===== config.mk =====
export PLATFORM = sky130hd
export DESIGN_NAME = line_window_3x3
export DESIGN_NICKNAME = d
export VERILOG_FILES = /design/src/rtl/edge_pkg.sv /design/src/rtl/line_buffer.sv /design/src/rtl/line_window_3x3.sv
export SDC_FILE = /design/constraint.sdc
export NUM_CORES = 2
export LEC_CHECK = 0
export CORE_ASPECT_RATIO = 1.5
export CORE_MARGIN = 2
export CORE_UTILIZATION = 63
export CTS_CLUSTER_SIZE = 20
export DETAILED_ROUTE_END_ITERATION = 8
export PLACE_DENSITY_LB_ADDON = 0.12
export SYNTH_ARGS = -nofsm -noshare
export SYNTH_HDL_FRONTEND = slang
export SYNTH_SLANG_ARGS = --single-unit

===== constraint.sdc =====
create_clock -name clk -period 13 [get_ports clk]
set_input_delay 2.6 -clock clk [delete_from_list [all_inputs] [get_ports clk]]
set_output_delay 2.6 -clock clk [all_outputs]
set_load 0.01 [all_outputs]

===== src/rtl/edge_pkg.sv =====
`default_nettype none
// +----------------------------------------------------------------------------+
// | Module : edge_pkg                                                          |
// | Desc   : Shared constants, FSM state codes and window-offset helper        |
// | Rev    : 1.0  initial release                                              |
// +----------------------------------------------------------------------------+
package edge_pkg;

    localparam int c_PIX_W_DEFAULT = 8;

    typedef logic [0:0] state_t;
    localparam state_t c_FILL = 1'b0;
    localparam state_t c_RUN  = 1'b1;

    // Bit offset of window element (r,c); r0 is the top row, c0 the left column.
    function automatic int win_idx(input int r, input int c, input int pix_w);
        return pix_w * (3 * r + c);
    endfunction

endpackage
`default_nettype wire


===== src/rtl/line_buffer.sv =====
`default_nettype none
// +----------------------------------------------------------------------------+
// | Module : line_buffer                                                       |
// | Desc   : Single-port read-before-write row store, one entry per column     |
// | Rev    : 1.0  initial release                                              |
// +----------------------------------------------------------------------------+
module line_buffer
    import edge_pkg::*;
#(
    parameter int DEPTH = 256,
    parameter int WIDTH = c_PIX_W_DEFAULT
) (
    input  logic                     clk,
    input  logic                     i_we,
    input  logic [$clog2(DEPTH)-1:0] i_addr,
    input  logic [WIDTH-1:0]         i_wdata,
    output logic [WIDTH-1:0]         o_rdata
);

    logic [WIDTH-1:0] r_mem [DEPTH];

    // Asynchronous read returns the old contents in the same cycle as a write.
    assign o_rdata = r_mem[i_addr];

    always_ff @(posedge clk) begin
        if (i_we) begin
            r_mem[i_addr] <= i_wdata;
        end
    end

endmodule
`default_nettype wire


===== src/rtl/line_window_3x3.sv =====
`default_nettype none
// +----------------------------------------------------------------------------+
// | Module : line_window_3x3                                                   |
// | Desc   : Raster-stream 3x3 neighbourhood generator with two line buffers.  |
// |          Define LINE_WINDOW_BORDER_EN to emit border windows + win_border. |
// | Rev    : 1.0  initial release                                              |
// +----------------------------------------------------------------------------+
module line_window_3x3
    import edge_pkg::*;
#(
    parameter int IMG_W = 256,
    parameter int IMG_H = 256,
    parameter int PIX_W = c_PIX_W_DEFAULT
) (
    input  logic               clk,
    input  logic               reset,
    input  logic [PIX_W-1:0]   pix_in,
    input  logic               pix_valid,
    output logic               pix_ready,
    output logic [9*PIX_W-1:0] win,
    output logic               win_valid,
    input  logic               win_ready,
    output logic               frame_done
`ifdef LINE_WINDOW_BORDER_EN
    ,
    output logic               win_border
`endif
);

    localparam int c_COL_W = $clog2(IMG_W);
    localparam int c_ROW_W = $clog2(IMG_H);
    localparam logic [c_COL_W-1:0] c_COL_LAST = c_COL_W'(IMG_W - 1);
    localparam logic [c_ROW_W-1:0] c_ROW_LAST = c_ROW_W'(IMG_H - 1);
    localparam logic [c_COL_W-1:0] c_COL_TWO  = c_COL_W'(2);
    localparam logic [c_ROW_W-1:0] c_ROW_TWO  = c_ROW_W'(2);

    logic [c_COL_W-1:0] r_col;
    logic [c_ROW_W-1:0] r_row;
    state_t             r_state;
    state_t             w_state_nxt;
    logic [9*PIX_W-1:0] r_win;
    logic [9*PIX_W-1:0] w_win_shift;
    logic               r_win_valid;
    logic               r_frame_done;
    logic [PIX_W-1:0]   w_lb0_q;
    logic [PIX_W-1:0]   w_lb1_q;
    logic               w_accept;
    logic               w_col_wrap;
    logic               w_row_wrap;
    logic               w_interior;
    logic               w_emit;

    assign pix_ready  = !r_win_valid || win_ready;
    assign w_accept   = pix_valid && pix_ready;
    assign w_col_wrap = (r_col == c_COL_LAST);
    assign w_row_wrap = (r_row == c_ROW_LAST);
    // RUN covers rows 2..H-1 except the very first pixel of row 2, still in FILL.
    assign w_interior = ((r_state == c_RUN) || (r_row == c_ROW_TWO)) && (r_col >= c_COL_TWO);

`ifdef LINE_WINDOW_BORDER_EN
    logic r_border;
    assign w_emit     = 1'b1;
    assign win_border = r_border;

    always_ff @(posedge clk) begin
        if (reset) begin
            r_border <= 1'b0;
        end else if (w_accept) begin
            r_border <= !w_interior;
        end
    end
`else
    assign w_emit = w_interior;
`endif

    line_buffer #(.DEPTH(IMG_W), .WIDTH(PIX_W)) u_lb0 (
        .clk     (clk),
        .i_we    (w_accept),
        .i_addr  (r_col),
        .i_wdata (pix_in),
        .o_rdata (w_lb0_q)
    );

    line_buffer #(.DEPTH(IMG_W), .WIDTH(PIX_W)) u_lb1 (
        .clk     (clk),
        .i_we    (w_accept),
        .i_addr  (r_col),
        .i_wdata (w_lb0_q),
        .o_rdata (w_lb1_q)
    );

    // Columns slide left; the new right column is {two rows back, previous row, pixel}.
    always_comb begin
        w_win_shift = r_win;
        for (int r = 0; r < 3; r++) begin
            w_win_shift[win_idx(r, 0, PIX_W) +: PIX_W] = r_win[win_idx(r, 1, PIX_W) +: PIX_W];
            w_win_shift[win_idx(r, 1, PIX_W) +: PIX_W] = r_win[win_idx(r, 2, PIX_W) +: PIX_W];
        end
        w_win_shift[win_idx(0, 2, PIX_W) +: PIX_W] = w_lb1_q;
        w_win_shift[win_idx(1, 2, PIX_W) +: PIX_W] = w_lb0_q;
        w_win_shift[win_idx(2, 2, PIX_W) +: PIX_W] = pix_in;
    end

    always_comb begin
        w_state_nxt = r_state;
        case (r_state)
            c_FILL:  if (w_accept && (r_row == c_ROW_TWO)) w_state_nxt = c_RUN;
            c_RUN:   if (w_accept && w_col_wrap && w_row_wrap) w_state_nxt = c_FILL;
            default: w_state_nxt = c_FILL;
        endcase
    end

    always_ff @(posedge clk) begin
        if (reset) begin
            r_state      <= c_FILL;
            r_col        <= '0;
            r_row        <= '0;
            r_win        <= '0;
            r_win_valid  <= 1'b0;
            r_frame_done <= 1'b0;
        end else begin
            r_state      <= w_state_nxt;
            r_frame_done <= w_accept && w_col_wrap && w_row_wrap;
            if (w_accept) begin
                r_win       <= w_win_shift;
                r_win_valid <= w_emit;
                if (w_col_wrap) begin
                    r_col <= '0;
                    r_row <= w_row_wrap ? '0 : r_row + 1'b1;
                end else begin
                    r_col <= r_col + 1'b1;
                end
            end else if (win_ready) begin
                r_win_valid <= 1'b0;
            end
        end
    end

    assign win        = r_win;
    assign win_valid  = r_win_valid;
    assign frame_done = r_frame_done;

endmodule
`default_nettype wire


Word level (Yosys, flattened, before mapping)
Memory sizes are Yosys's and may differ from the RTL's. A register that Yosys moved wholly into a read port is not among the register bits. Cells that the tools add are included.

Latch bits: 0. Output and inout port bits: 75. Logic and storage cells: 36. Input bits: 12. Bits in writable memories: 4096. Flip-flop bits (word level): 91. Memories: 2. ROM bits: 0.

Bitwise gates (word level): 1. $add $sub $neg: 2. Mux-type cells: 11. Div/mod/pow operators: 0. $mul: 0. Shift-type cells: 0. Equality and inequality tests: 3. Reduce and logical (&&, ||, !) cells: 10. Order comparisons: 1.

Memories: u_lb0.r_mem (words 256, bits a word 8, rd ports 1, clocked after memory_dff 1, write ports 1, line line_buffer.sv:20) `logic [WIDTH-1:0] r_mem [DEPTH];`; u_lb1.r_mem (words 256, bits a word 8, rd ports 1, clocked after memory_dff 1, write ports 1, line line_buffer.sv:20).

Operators by type and width (count): two-way mux 8 bit (4); adder 8 x 1 -> 8 bit, second input constant (2); equality test 8 bit, second input constant (2); equality test 8 x 2 -> 1 bit, second input constant (1); greater-or-equal comparator 8 x 2 -> 1 bit, second input constant (1); two-way mux 1 bit (6); logical AND 1 bit (5); logical OR 1 bit (2); one-hot mux 1 bit (2 select lines) (1); AND reduction 2 bit (1); nonzero test 2 bit (1); logical NOT 1 bit (1); inverter 1 bit (1).

Logic depth before layout (Yosys ltp)
Word-level depth: 7. Depth in mapped cells: 14. Depth with buffers taken out: 7.

Modules after synthesis
From an unflattened synthesis, not the netlist that was laid out.

Cell total of the unflattened synthesis: 7504. Area, all modules: 160094.8 µm².

By module, submodules not included: line_buffer (seq. area each 61499.0 µm², instances 2, area each 78332.6 µm², cells each 3539); line_window_3x3 (seq. area each 1821.7 µm², instances 1, area each 3429.5 µm², cells each 426).

Worst setup path before layout
Ideal clock, no wire load.

Path kind: reg-to-reg. Start point: reg (tool-made name). End point: mem u_lb1.r_mem[0][7] (netlist name) (data pin). Cell stages (with the launch flop): 13. Slack: 3.811 ns. Path buffers: 6. Data required time: 11.610 ns. Data arrival time: 7.799 ns. Setup time: 1.390 ns. Path through: dfxtp_1 buf_6 buf_12 buf_12 buf_12 buf_12 buf_12 mux2i_1 a221oi_1 o21ai_0 o2111ai_1 o22ai_1 nor2_1.

RTL lines (line): to (decl) (line_buffer.sv:20).

==> flow_summary.json <==
{
  "die_y_um": 624,
  "h-tree-depth": 5,
  "wl_per_cell_um": 39.7,
  "finalHoldViolCount": 0,
  "final_common_cell": "edfxtp_1",
  "mostFrequentLayoutCells": "edfxtp_1, mux4_2, clkbuf_16, buf_4, mux2i_1",
  "vias": 81900,
  "hold_buffers": 0,
  "tns_ns": 0,
  "leakage_nw": 54.3,
  "vias_per_cell": 7.19,
  "clock_sinks": 4195,
  "path_clk_slew_ns": 0.06,
  "worstMarginPinSlew_ns": 1.52,
  "worstSkewPairLatency_ns": 0.93,
  "synthFlopType": "edfxtp_1",
  "cts_made_buffers": 369,
  "ys_warn_count": 0,
  "fillCellCount": 15200,
  "layout.nets": 7783,
  "io_buffer_count": 86,
  "relSlewSlack_pct": -2.91,
  "cts_root_buf": "clkbuf_16",
  "syn_avg_cell_area_sq_um": 22.0,
  "grt_pass1_vias": 80100,
  "path_max_fanout": 79,
  "grt_pass1_wl_um": 626000,
  "maxSlewViolCount": 2,
  "hpwl_um": 277000,
  "powerDensity_mw_per_mm2": 155,
  "syn-num-nets": 7379,
  "synthDistinctLibCells": 81,
  "outcome": "finished with violations",
  "drcViolationCount": 1,
  "clockBufferDepth": 4,
  "grt.overflow.total": 0,
  "die_x_um": 418,
  "crit_path_start_kind": "register",
  "die_area_sq_mm": 0.261,
  "dr.pass1.iters": 8,
  "design.core.area_sq_mm": 0.255,
  "timing.final.crit_period_ns": 7.28,
  "arrival_ns": 7.91,
  "period_share_pct": 56.0,
  "antenna_found_initial": 28,
  "violations": "design-rule violations, max-capacitance violations, max-slew violations",
  "worstSetupPathType": "reg2reg",
  "async_flop_share_pct": 0,
  "required_ns": 13.63,
  "initial_utilization_pct": 63.4,
  "boundaryPins": 87,
  "max_freq_ghz": 0.137,
  "postRouteAntennaNets": 0,
  "total_power_w": 0.0277,
  "finalClockSkew_ns": 0.0361,
  "drtIter0Drc": 12800,
  "hp-class": "reg2reg",
  "gp_congestion": 0.969,
  "netlist_area_sq_mm": 0.162,
  "fp-row-count": 227,
  "totalWireLength_um": 453000,
  "end_kind": "register",
  "cts_tree": "yes",
  "area_growth_syn_to_layout_pct": 10.8,
  "post_cts_resized": 0,
  "grt_usage_pct": 34.9,
  "cap_violations": 1,
  "synth-edff-count": 4096,
  "setup_viol": 0,
  "layout-drive-gt1-share_pct": 25.5,
  "ir_drop_v": 0.000118,
  "syn_inst": 7361,
  "cts_setup_buffers": 0,
  "ys_seq_area_share_pct": 77.3,
  "synth_seq_cells": 4195,
  "grt_max_degree": 209,
  "rsz0062_at_grt": "no"
}
final timing paths:
check / from / endpoint / slack [ns] / cells past startpoint
worst min-delay path: win[31] / win[31] / 0.46 / 2
worst max-delay path: register / u_lb1.r_mem[65][2] / 5.72 / 11
worst max register to register: register / u_lb1.r_mem[65][2] / 5.72 / 11
worst min register to register: win[31] / win[31] / 0.46 / 2
worst max-delay path, stage by stage, from the launching register on:
cell	delay, ns
dfxtp_4	0.90
buf_4	0.73
buf_4	0.79
mux4_2	0.35
nor2b_1	0.13
a211oi_1	0.07
nor3_1	0.90
o21ai_0	0.35
o211ai_1	0.32
and2_4	0.76
buf_4	0.76
buf_4	0.60
where the power goes:
| group | switching, W | internal (W) | leakage, nW | total [W] |
|---|---|---|---|---|
| clock | 0.00482 | 0.00593 | 5.65 | 0.0107 |
| sequential | 0.0000484 | 0.0151 | 37.6 | 0.0152 |
| combinational | 0.00121 | 0.000614 | 11.0 | 0.00182 |
registers in the layout, indices dropped and copies added (netlist names), named ones only:
register and flops:
u_lb0.r_mem 2048, u_lb1.r_mem 2048, win 72, r_col 8
r_row 8, frame_done 1, r_state 1, win_valid 1
metrics by stage:
step           cells  setup slack, ns  hold WS (ns)  utilization [%]  instance area (sq um)
2_1_floorplan   7361             3.81         0.451                -                 162000
6_report       11400             5.72         0.458             70.2                 179000
4_1_cts        11400             5.98         0.459             70.2                 179000
3_5_place_dp   10700             6.01         0.450             65.6                 167000
5_1_grt        11400             5.63         0.470             70.2                 179000
3_3_place_gp   10700             6.08         0.441             65.6                 167000
layout make-up:
type	instances	area, sq um	area share [%]
Clock inverter	207	1740	0.973
Timing Repair Buffer	468	3940	2.20
Sequential cell	4195	125000	69.8
Tap cell	3320	4150	2.32
Multi-Input combinational cell	2723	34200	19.1
Inverter	8	32.5	0.0182
Clock buffer	460	9840	5.50
Antenna cell	22	55.1	0.0308
Yosys cell counts (16+ instances only):
cell,count,area share (%)
o21ai_0,46,0.14
o32ai_1,16,0.087
clkbuf_1,158,0.37
buf_4,52,0.24
o221ai_1,27,0.15
dfxtp_1,99,1.2
a211oi_1,46,0.21
nor3_1,58,0.18
buf_1,35,0.081
mux4_2,965,13
a22oi_1,59,0.27
nand2_1,226,0.52
nor2_1,327,0.76
a21oi_1,120,0.37
nor2b_1,34,0.13
nand3_1,62,0.19
and2_1,25,0.097
buf_6,63,0.44
a31oi_1,29,0.11
nand2b_1,18,0.070
mux2_2,59,0.41
mux4_1,46,0.75
a221oi_1,39,0.21
edfxtp_1,4096,76
buf_2,104,0.32
o22ai_1,89,0.34
mux2i_1,252,1.6
cell families (layout without fill, tap and decap cells):
| kind of cell | Yosys count | count (layout) | synth area share, % |
|---|---|---|---|
| compound gates | 559 | 559 | 2.40 |
| xor+xnor | 14 | 14 | 0.0759 |
| fa+ha+maj | 6 | 6 | 0.0464 |
| buf+inv | 443 | 1143 | 1.73 |
| flops | 4195 | 4195 | 77.3 |
| mux | 1322 | 1322 | 16.2 |
| other cells | 0 | 22 | 0 |
| simple gates | 822 | 822 | 2.26 |
per-layer routing:
layer	wire length, um	GRT usage, %	up-vias
met1	152000	45.1	43100
met5	444	0.317	-
met2	218000	54.9	5923
met4	30500	19.5	20
li1	-	-	31800
met3	52200	9.05	1151
No activity file was read; power rests on OpenSTA's default activity.
